`config.mk`:
```
export PLATFORM = sky130hd
export DESIGN_NAME = alu_issue_seq
export DESIGN_NICKNAME = d
export VERILOG_FILES = /design/src/rtl/alu_issue_seq_pkg.sv /design/src/rtl/alu_issue_seq_regfile.sv /design/src/rtl/alu_issue_seq.sv
export SDC_FILE = /design/constraint.sdc
export NUM_CORES = 1
export LEC_CHECK = 0
export ABC_CLOCK_PERIOD_IN_PS = 1700
export CORE_ASPECT_RATIO = 1.5
export CORE_UTILIZATION = 42
export CTS_BUF_LIST = sky130_fd_sc_hd__clkbuf_16
export CTS_CLUSTER_DIAMETER = 200
export CTS_CLUSTER_SIZE = 20
export DETAILED_ROUTE_END_ITERATION = 7
export DONT_BUFFER_PORTS = 1
export MAX_ROUTING_LAYER = met4
export PLACE_DENSITY = 0.61
export REMOVE_ABC_BUFFERS = 1
export SYNTH_ARGS = -nofsm -noshare
export SYNTH_HDL_FRONTEND = slang
export SYNTH_SLANG_ARGS = --single-unit
```
`constraint.sdc`:
```
create_clock -name clk -period 1.7 [get_ports clk]
set_input_delay 0.255 -clock clk [delete_from_list [all_inputs] [get_ports clk]]
set_output_delay 0.255 -clock clk [all_outputs]
set_load 0.01 [all_outputs]
```
`src/rtl/alu_issue_seq_pkg.sv`:
```
// Shared widths, instruction field positions and FSM encoding for the ALU issue/writeback sequencer.
package alu_issue_seq_pkg;
  localparam int DATA_W  = 8;
  localparam int OP_W    = 3;
  localparam int NREG    = 4;
  localparam int RIDX_W  = $clog2(NREG);
  localparam int INSTR_W = 16;

  localparam int OP_HI   = 15;
  localparam int OP_LO   = 13;
  localparam int IMM_SEL = 12;
  localparam int DST_HI  = 11;
  localparam int DST_LO  = 10;
  localparam int SRCA_HI = 9;
  localparam int SRCA_LO = 8;
  localparam int IMM_HI  = 7;
  localparam int IMM_LO  = 0;
  localparam int SRCB_HI = 1;
  localparam int SRCB_LO = 0;

  typedef enum logic [1:0] {
    ST_IDLE = 2'd0,
    ST_EXEC = 2'd1,
    ST_WB   = 2'd2
  } state_e;
endpackage

```
`src/rtl/alu_issue_seq_regfile.sv`:
```
// NREG x DATA_W register file: two combinational read ports, one write port where
// the writeback beats a preload, so a same-edge preload to the same register is lost.
module alu_issue_seq_regfile
  import alu_issue_seq_pkg::*;
(
  input  logic              clk,
  input  logic              reset,
  input  logic [RIDX_W-1:0] rd_a_addr,
  output logic [DATA_W-1:0] rd_a_data,
  input  logic [RIDX_W-1:0] rd_b_addr,
  output logic [DATA_W-1:0] rd_b_data,
  input  logic              wb_en,
  input  logic [RIDX_W-1:0] wb_addr,
  input  logic [DATA_W-1:0] wb_data,
  input  logic              ld_en,
  input  logic [RIDX_W-1:0] ld_addr,
  input  logic [DATA_W-1:0] ld_data
);
  logic [DATA_W-1:0] rf_q [NREG];

  always_ff @(posedge clk or posedge reset) begin
    if (reset) begin
      for (int i = 0; i < NREG; i++) rf_q[i] <= '0;
    end else begin
      // Different addresses on the same edge both land; same address keeps the WB value.
      for (int i = 0; i < NREG; i++) begin
        if (wb_en && wb_addr == RIDX_W'(i))
          rf_q[i] <= wb_data;
        else if (ld_en && ld_addr == RIDX_W'(i))
          rf_q[i] <= ld_data;
      end
    end
  end

  assign rd_a_data = rf_q[rd_a_addr];
  assign rd_b_data = rf_q[rd_b_addr];
endmodule

```
`src/rtl/alu_issue_seq.sv`:
```
// Issue/writeback sequencer around a combinational ALU: IDLE accepts one instruction,
// EXEC lets the ALU settle and captures its output, WB writes it back to the register file.
module alu_issue_seq
  import alu_issue_seq_pkg::*;
(
  input  logic               clk,
  input  logic               reset,
  input  logic               instr_valid,
  output logic               instr_ready,
  input  logic [INSTR_W-1:0] instr,
  input  logic               ld_en,
  input  logic [RIDX_W-1:0]  ld_addr,
  input  logic [DATA_W-1:0]  ld_data,
  output logic [OP_W-1:0]    alu_opcode,
  output logic [DATA_W-1:0]  alu_a,
  output logic [DATA_W-1:0]  alu_b,
  input  logic [DATA_W-1:0]  alu_result,
  output logic               result_valid,
  output logic [DATA_W-1:0]  result,
  output logic [RIDX_W-1:0]  result_dst,
  output logic               busy
);
  state_e            state_q;
  logic [OP_W-1:0]   alu_opcode_q;
  logic [DATA_W-1:0] alu_a_q, alu_b_q, result_q;
  logic [RIDX_W-1:0] dst_q, result_dst_q;
  logic [DATA_W-1:0] rd_a_data, rd_b_data;

  alu_issue_seq_regfile u_rf (
    .clk       (clk),
    .reset     (reset),
    .rd_a_addr (instr[SRCA_HI:SRCA_LO]),
    .rd_a_data (rd_a_data),
    .rd_b_addr (instr[SRCB_HI:SRCB_LO]),
    .rd_b_data (rd_b_data),
    .wb_en     (state_q == ST_WB),
    .wb_addr   (result_dst_q),
    .wb_data   (result_q),
    .ld_en     (ld_en),
    .ld_addr   (ld_addr),
    .ld_data   (ld_data)
  );

  always_ff @(posedge clk or posedge reset) begin
    if (reset) begin
      state_q      <= ST_IDLE;
      alu_opcode_q <= '0;
      alu_a_q      <= '0;
      alu_b_q      <= '0;
      dst_q        <= '0;
      result_q     <= '0;
      result_dst_q <= '0;
    end else begin
      case (state_q)
        ST_IDLE: begin
          if (instr_valid) begin
            alu_opcode_q <= instr[OP_HI:OP_LO];
            alu_a_q      <= rd_a_data;
            alu_b_q      <= instr[IMM_SEL] ? instr[IMM_HI:IMM_LO] : rd_b_data;
            dst_q        <= instr[DST_HI:DST_LO];
            state_q      <= ST_EXEC;
          end
        end
        ST_EXEC: begin
          result_q     <= alu_result;
          result_dst_q <= dst_q;
          state_q      <= ST_WB;
        end
        ST_WB:   state_q <= ST_IDLE;
        default: state_q <= ST_IDLE;
      endcase
    end
  end

  assign instr_ready  = (state_q == ST_IDLE);
  assign busy         = (state_q != ST_IDLE);
  assign result_valid = (state_q == ST_WB);
  assign alu_opcode   = alu_opcode_q;
  assign alu_a        = alu_a_q;
  assign alu_b        = alu_b_q;
  assign result       = result_q;
  assign result_dst   = result_dst_q;
endmodule

```
==> metrics.md <==
| Metric | Value |
|---|---|
| Initial detailed-routing violation count | `148` |
| Max_slew headroom | `0.7605` |
| Hold Startpoint | `alu_result[6]` |
| CP Data Arrival Time | `1.71 ns` |
| Placed Instances | `~350` |
| Initial antenna violation count | `0` |
| Gr ovfl total | `0` |
| Final WL | `7.049 mm` |
| Die height | `between 100 and 150 um` |
| Crit end category | `flop` |
| Setup TNS | `0 ns` |
| CP max-delay cell | `dfrtp_1` |
| N_diodes | `0` |
| Largest net degree at the start of global routing | `66` |
| Startpoint types | `flop` |
| Post-layout net count | `304` |
| Core area | `approximately 7300 um^2` |
| Setup slack after layout | `between 0.2 and 0.25 ns` |
| Internal power | `4.191 mW` |
| Crit-path max cell delay | `around 0.48 ns` |
| Cells after synthesis | `258` |
| Via density | `5.415` |
| Period minus WS final | `approximately 1.5 ns` |
| Post-Place Setup Slack | `~0.21 ns` |
| Synth unique cells | `26` |
| Non-Filler Instances | `approximately 370` |
| Max-slew violations | `0` |
| CTS buffer count | `9` |
| Clock Latency Late Sink | `0.33 ns` |
| Net Sw Power | `1.862 mW` |
| Tot GR Track Use | `0.2026` |
| Most frequent cells in the layout | `dfrtp_1, mux2i_1, mux2_2, o21ai_0, nand2_1` |
| TritonRoute pass-1 iters | `4` |
| Detailed placement HPWL | `4.734 mm` |
| Final Skew | `0.008295 ns` |
| Routed via count | `2,009` |
| Design Area, Final | `between 3000 and 4000 um^2` |
| CTS tree | `built` |
| WHS | `0.07447 ns` |
| GP Congestion | `0.7714` |
| IO buf count | `0` |
| Clk slew on worst S/H paths | `0.05 ns` |
| WL/cell | `19.00 um` |
| Drt drc | `0` |
| Clk buf depth | `2` |
| Worst Setup Path Type | `reg2reg` |
| Post-route antenna net violation count | `0` |
| Vias in the first global route | `2,064` |
| LEAKAGE | `1.590 nW` |
| Fraction of layout cells with a size suffix above 1 | `0.2435` |
| Worst vdd rail ir drop | `0.0007889 V` |
| Final Hold Viols | `0` |
| CP Max Fanout | `23` |
| Syn Area/Cell | `12.42 um^2` |
| Root Buffer | `clkbuf_16` |
| Seq pwr share | `0.491` |
| H-tree depth | `3` |
| # setup viols final | `0` |
| Period utilization | `0.8805` |
| CP required | `1.91 ns` |
| YS warnings | `0` |
| Hold Crit Class | `in2reg` |
| Status | `finished, final reports clean` |
| CTS Sinks | `65` |
| Area grow syn2layout | `14.10%` |
| Most common cell after layout, fill and taps aside | `dfrtp_1` |
| Clock share of power | `0.287` |
| Maximum operating frequency | `0.6681 GHz` |
| Maxcap violations | `0` |
| Sw Ratio | `0.3077` |
| Initial Util | `0.4376` |
| Combinational Power Share | `0.223` |
| Area post-placement | `approximately 3400 um^2` |
| Mapped Area | `3204 um^2` |
| # IOs | `70` |
| Sequential cell area fraction in the yosys report | `0.5076` |
| Die width | `~73 um` |
| Core Rows | `38` |
| Worst setup path start | `state_q[0]` |
| Die area | `7990 um^2` |
| Flop-to-flop setup slack | `about 0.2 ns` |
| First-pass GRT wire length | `roughly 11 mm` |
| Critical-path cell list | `nor3b_4 -> buf_12 -> mux2_2` |
| Worst-Margin Slew | `0.3593 ns` |
| Power per cell area | `1656 nW/um^2` |
| RSZ-0062 raised after global routing | `no` |
| #FFs+latches synth | `65` |
| Reg2reg start | `state_q[0]` |
[registers in the layout, summed over array words and instances (netlist names)]
| signal | count |
|---|---|
| dst_q | 2 |
| alu_a | 8 |
| alu_b | 8 |
| u_rf.rf_q | 32 |
| result | 8 |
| state_q | 2 |
| result_dst | 2 |
| alu_opcode | 3 |
[stage by stage]
stage,utilization,total power [mW]
after floorplan,-,3.938
after global placement,0.4598,4.294
after detailed placement,0.4598,4.363
after CTS,0.4993,6.130
after global routing,0.4993,6.455
final,0.4993,6.053
[worst max-delay path, delay by kind of cell (launching register included)]
| family | cells | cell delay [ns] |
|---|---|---|
| simple gates | 1 | 0.33 |
| buf+inv | 1 | 0.21 |
| mux | 1 | 0.34 |
| flops | 1 | 0.48 |
[repair_timing]
item / in CTS / in global routing
gates resized for setup: 0 / 0
setup buffers: 0 / 0
hold buffers: 1 / 0
hold endpoints to repair: 65 / 0
[area by class of cell]
class / count / area (um^2)
clock buffer: 9 / 225.2
clock inverter: 7 / 53.80
fill: 674 / 3666
inverter: 2 / 7.507
multi-input combinational: 175 / 1493
sequential: 65 / 1627
tap: 100 / 125.1
timing repair buffer: 13 / 125.1
[kinds of logic (layout without fill, tap and decap cells)]
group | after synthesis | in the layout | share of synthesized area
mux | 79 | 79 | 0.3112
flops | 65 | 65 | 0.5076
simple gates | 54 | 54 | 0.08629
compound gates | 42 | 42 | 0.06638
buf+inv | 18 | 31 | 0.02851
[cell usage after synthesis (all sizes together)]
master  number  area (um^2)
mux4        14        315.3
o21ai       26        130.1
mux2        25        281.5
mux2i       40        400.4
nand2       24        90.09
nor2b        2        12.51
nor4b        1        23.77
nor2        17        63.81
clkbuf       3        13.76
dfrtp       65         1627
inv          2        7.510
and4bb       2        25.02
nand4b       1        8.760
nor3b        2        20.02
a31oi        2        12.51
nand3b       2        15.01
buf         13        70.07
nand3        1        5.000
a21oi       14        70.07
or3          2        12.51
[layer usage]
metal | up-vias | part of all wire | GRT usage
met2 | 67 | 0.50 | 0.3175
met5 | - | 0 | -
met3 | 12 | 0.066 | 0.05915
met1 | 975 | 0.41 | 0.2403
li1 | 955 | - | -
met4 | 0 | 0.024 | 0.09203
[power by group through the flow]
stage / sequential [mW] / combinational, mW / clock (mW)
floorplan: 2.80 / 1.14 / 0
global placement: 2.97 / 1.33 / 0
detailed placement: 3.00 / 1.36 / 0
CTS: 2.98 / 1.37 / 1.78
global route: 3.09 / 1.51 / 1.85
finish: 2.97 / 1.35 / 1.73
[path summary, 6_finish.rpt]
check                                end  cells past startpoint
max                             alu_a[5]                      3
min                            result[6]                      1
max reg2reg                     alu_a[5]                      3
min reg2reg                result_dst[0]                      1
max in group asynchronous  u_rf.rf_q[18]                      3
min in group asynchronous   u_rf.rf_q[8]                      3
Note: power is estimated with default switching activity, not from simulation.
